===== src/rtl/servile_wb_arbiter.sv =====
// servile_wb_arbiter: N-port Wishbone arbiter (fixed/round-robin), optional watchdog via SERVILE_ARB_TIMEOUT_EN
module servile_wb_arbiter #(
   parameter int NUM_PORTS      = 2,
   parameter bit ROUND_ROBIN    = 1'b0,
   parameter int TIMEOUT_CYCLES = 255
) (
   input  logic                    i_clk,
   input  logic                    i_rst,
   input  logic [NUM_PORTS*32-1:0] i_wb_m_adr,
   input  logic [NUM_PORTS*32-1:0] i_wb_m_dat,
   input  logic [NUM_PORTS*4-1:0]  i_wb_m_sel,
   input  logic [NUM_PORTS-1:0]    i_wb_m_we,
   input  logic [NUM_PORTS-1:0]    i_wb_m_stb,
   output logic [31:0]             o_wb_m_rdt,
   output logic [NUM_PORTS-1:0]    o_wb_m_ack,
   output logic [31:0]             o_wb_mem_adr,
   output logic [31:0]             o_wb_mem_dat,
   output logic [3:0]              o_wb_mem_sel,
   output logic                    o_wb_mem_we,
   output logic                    o_wb_mem_stb,
   input  logic [31:0]             i_wb_mem_rdt,
   input  logic                    i_wb_mem_ack,
   output logic [NUM_PORTS-1:0]    o_grant,
   output logic                    o_timeout
);
   localparam int IW = $clog2(NUM_PORTS);
   typedef enum logic {IDLE, BUSY} state_t;
   state_t state_q, state_d;
   logic [NUM_PORTS-1:0] grant_q, grant_d;
   logic [IW-1:0] last_q, last_d, pick, sel_idx;
   logic found, busy, to_hit, done;
   int j;
   assign busy = state_q == BUSY;
   assign sel_idx = busy ? last_q : '0;
`ifdef SERVILE_ARB_TIMEOUT_EN
   logic [15:0] cnt_q, cnt_d;
   assign cnt_d = busy ? cnt_q + 16'd1 : 16'd0;
   // BUSY-cycle counter, zero on the first BUSY cycle of each grant
   always_ff @(posedge i_clk) begin
      cnt_q <= i_rst ? 16'd0 : cnt_d;
   end
   assign to_hit = busy && cnt_q == 16'(TIMEOUT_CYCLES - 1);
`else
   assign to_hit = TIMEOUT_CYCLES < 0;
`endif
   assign done = busy && (i_wb_mem_ack || to_hit);
   assign o_timeout = busy && to_hit && !i_wb_mem_ack;
   assign o_grant = grant_q;
   assign o_wb_mem_stb = busy;
   assign o_wb_mem_adr = i_wb_m_adr[sel_idx*32 +: 32];
   assign o_wb_mem_dat = i_wb_m_dat[sel_idx*32 +: 32];
   assign o_wb_mem_sel = i_wb_m_sel[sel_idx*4 +: 4];
   assign o_wb_mem_we = i_wb_m_we[sel_idx];
   assign o_wb_m_ack = done ? grant_q : '0;
   assign o_wb_m_rdt = o_timeout ? 32'h0 : i_wb_mem_rdt;
   // winner search: lowest index, or rotating from the port after the last grant
   always_comb begin
      pick = '0;
      found = 1'b0;
      j = 0;
      for (int i = 0; i < NUM_PORTS; i++) begin
         j = ROUND_ROBIN ? (int'(last_q) + 1 + i) % NUM_PORTS : i;
         if (!found && i_wb_m_stb[j]) begin
            pick = IW'(j);
            found = 1'b1;
         end
      end
   end
   // IDLE/BUSY next state, grant and last-granted bookkeeping
   always_comb begin
      state_d = state_q;
      grant_d = grant_q;
      last_d = last_q;
      if (!busy && found) begin
         state_d = BUSY;
         grant_d = NUM_PORTS'(1) << pick;
         last_d = pick;
      end else if (done) begin
         state_d = IDLE;
         grant_d = '0;
      end
   end
   // state registers; reset aborts any transaction in flight
   always_ff @(posedge i_clk) begin
      if (i_rst) begin
         state_q <= IDLE;
         grant_q <= '0;
         last_q <= IW'(NUM_PORTS - 1);
      end else begin
         state_q <= state_d;
         grant_q <= grant_d;
         last_q <= last_d;
      end
   end
endmodule


===== config.mk =====
export PLATFORM = sky130hd
export DESIGN_NAME = servile_wb_arbiter
export DESIGN_NICKNAME = d
export VERILOG_FILES = /design/src/rtl/servile_wb_arbiter.sv
export SDC_FILE = /design/constraint.sdc
export NUM_CORES = 1
export LEC_CHECK = 0
export BUFFER_PORTS_ARGS = -buffer_cell sky130_fd_sc_hd__buf_2
export CAP_MARGIN = 25
export CORE_AREA = 2 2 110 112
export DETAILED_ROUTE_END_ITERATION = 10
export DIE_AREA = 0 0 112 114
export SLEW_MARGIN = 20
export SYNTH_ARGS = -nofsm -noshare
export SYNTH_HDL_FRONTEND = slang
export SYNTH_SLANG_ARGS = --single-unit

===== constraint.sdc =====
create_clock -name i_clk -period 1.1 [get_ports i_clk]
set_input_delay 0.11 -clock i_clk [delete_from_list [all_inputs] [get_ports i_clk]]
set_output_delay 0.11 -clock i_clk [all_outputs]
set_load 0.005 [all_outputs]

==> results by group <==
Critical path
  – WP data arrival: 1.37 ns
  – Critical path class: flip-flop to output pin
  – Buf/Inv on CP: 3
  – Critical-path cell list: nand2_4 -> buf_12 -> buf_16 -> mux2_4 -> buf_6
  – Worst path slowest cell: dfxtp_2
  – Crit path launch type: flip-flop
  – CP peak stage delay: 0.34 ns
  – Critical Path Fanout Max: 7
  – Crit path required time: roughly 1 ns
  – Setup crit end kind: output pin
  – Top delay family on crit path: buffers and inverters

Power
  – P_leak: approximately 1.7 nW
  – Pwr/cell area: 755.1 mW/mm^2
  – VDD IR max: 402.2 uV

Logic synthesis
  – Yosys top cell by area: mux2_2
  – Yosys warning count: 0
  – Syn Nets: between 300 and 400
  – Top-area cell type share of the netlist area: 0.5101
  – Part of the Yosys area used for sequential elements: 0.06148
  – Flop and latch count out of synthesis: 4
  – Synth cell types: 20
  – Synth Cell Area: 0.001302 mm^2
  – Gate Count Post-Synth: 131
  – Top cells by area, synth: mux2_2 51%, buf_4 20%, mux2_4 12%
  – Avg Cell Area, Syn: slightly below 10 um^2

Placed design
  – Hpwl dp: 5.125 mm
  – Dpl ws: -0.1643 ns
  – GPL Wtd Cong: 0.7704
  – Placed cells: 458
  – DP Area: ~0.0023 mm^2
  – I/O Buffers: 216

Final layout
  – Post-route insts no fill: approximately 470
  – Fillcell total: 1262
  – # diodes: 0
  – Register area: 82.58 um^2
  – Area of the multi-input gates: 0.001074 mm^2
  – Design area: 0.003043 mm^2
  – Nets@finish: ~500
  – Layout cells sized above 1: 0.9439
  – Layout area overhead: 133.6%

CTS
  – Clock sinks: 4
  – Skew-Pair Late Insertion Delay: 0.22 ns
  – Clock-pin transition on the worst setup and hold timing paths: roughly 0.030 ns
  – CTS root buffer: clkbuf_16
  – H-tree levels: 1
  – Num CTS Buffers: 3
  – CTS tree: yes
  – Max Buffers Root-to-Sink: 2

Route
  – Wire per inst: 14.73 um
  – Drt total wl: about 6.9 mm
  – ANT nets after route: 0
  – Routed vias: 1742
  – Starting DRT DRC Count: 24
  – DR DRC count: 0
  – Routed vias/inst: 3.722
  – Pre-antenna DRT Iters: 4

Floorplan
  – Core area: 0.01171 mm^2
  – DIE AREA: 0.01277 mm^2
  – Die H: 114 um
  – Effective utilization at floorplan: 0.1112
  – Die X: 112 um
  – Std cell rows: 40
  – Number of I/O pins: about 280

Timing
  – RSZ-0062 raised after global routing: true
  – Crit path time final: 1.484 ns
  – Final worst slack: -0.3837 ns
  – Max Fclk: 0.6740 GHz
  – Count of pins over their slew limit: 0
  – Fin crit share: 1.349
  – Clk_skew: 0.0005376 ns
  – Final hold violation count: 0
  – Setup TNS: -24.33 ns
  – Endpoints failing setup: 69

GRT
  – Initial antenna violation count: 0
  – Vias in the first global route: 1752
  – Total GRT Usage: 0.09978
  – Pin count of the biggest net entering global routing: 15
  – Gr ovfl total: 0
  – First-pass GRT wire length: 9.832 mm

Run status
  – Status: finished with violations
  – Failing checks: negative setup slack

Worst hold path
  – HP Class: primary input to flip-flop

Flow run
  – Max-cap viol count: 0
[Yosys cell counts]
master	instances
mux2_2	59
buf_4	34
mux2_4	10
buf_2	5
dfxtp_1	4
a21oi_1	2
and3_1	2
buf_6	2
nand2b_1	2
a211oi_1	1
a221oi_1	1
conb_1	1
inv_1	1
nand2_4	1
nand3b_1	1
nor2_1	1
nor2b_1	1
nor3_1	1
o21ai_0	1
o21bai_1	1
[path summary, 6_finish.rpt]
path,endpoint,start,depth (start not counted),slack (ns)
worst max-delay path,o_wb_mem_sel[3],o_wb_mem_stb,5,-0.38
worst min-delay path,o_grant[1],i_rst,2,0.09
worst max register to register,o_grant[1],o_wb_mem_stb,4,0.25
worst min register to register,o_grant[0],o_grant[0],2,0.51
[cell families after synthesis]
family / synth area share
mux: 0.6254
buf+inv: 0.2353
simple gates: 0.04514
compound gates: 0.02978
flops: 0.06148
other cells: 0.002879
[cell type report]
cell class / instances / area share
clock buffers: 3 / 0.02467
repair buffers: 228 / 0.5337
well taps: 147 / 0.06044
flip-flops and latches: 4 / 0.02714
multi-input cells: 85 / 0.3528
inverters: 1 / 0.001234
[registers in the layout (all words and copies together) (netlist names)]
name          flops
last_q            1
o_grant           2
o_wb_mem_stb      1
[cells in the final DEF (no fill, tap or decap)]
cell type / instances
nor2_1: 1
nor2b_1: 1
clkbuf_16: 3
a21oi_1: 2
buf_16: 4
nand2b_1: 2
buf_12: 3
nand2_4: 1
buf_8: 2
conb_1: 1
nor3_1: 1
a221oi_1: 1
o21bai_1: 1
dfxtp_1: 2
nand3b_1: 1
mux2_4: 52
mux2_2: 17
dfxtp_2: 2
a211oi_1: 1
o21ai_0: 1
and3_1: 2
inv_1: 1
buf_6: 52
buf_4: 1
buf_2: 166
[report_power, final]
part	leakage (nW)	switching (mW)	internal, mW
Sequential	0.0331	0.0106	0.159
Clock	0.0370	0.105	0.465
Combinational	1.65	0.506	1.05
[metal layers]
layer / wire, um / track usage / share of wire
met1: 2712 / 0.1216 / 0.39
met5: 0 / 0 / 0
met4: 87 / 0.02602 / 0.013
met3: 600 / 0.01913 / 0.087
met2: 3493 / 0.1806 / 0.51
[metrics by stage]
stage | power, mW | hold WS, ns | util
global placement | 1.221 | 0.2200 | 0.1988
detailed placement | 1.224 | 0.2200 | 0.1988
finish | 2.298 | 0.09239 | 0.2598
global route | 2.442 | 0.1016 | 0.2598
floorplan | 0.7624 | 0.1791 | -
CTS | 2.306 | 0.09039 | 0.2563
[timing repair]
action                                 CTS  global route
setup buffers                            3             0
gates resized for setup                 92            13
pin swaps                                1             1
endpoints found under the hold margin    0             0
setup endpoints to repair               69            71
gates cloned                             5             0
hold buffers                             0             0
No activity file was read; power rests on OpenSTA's default activity.
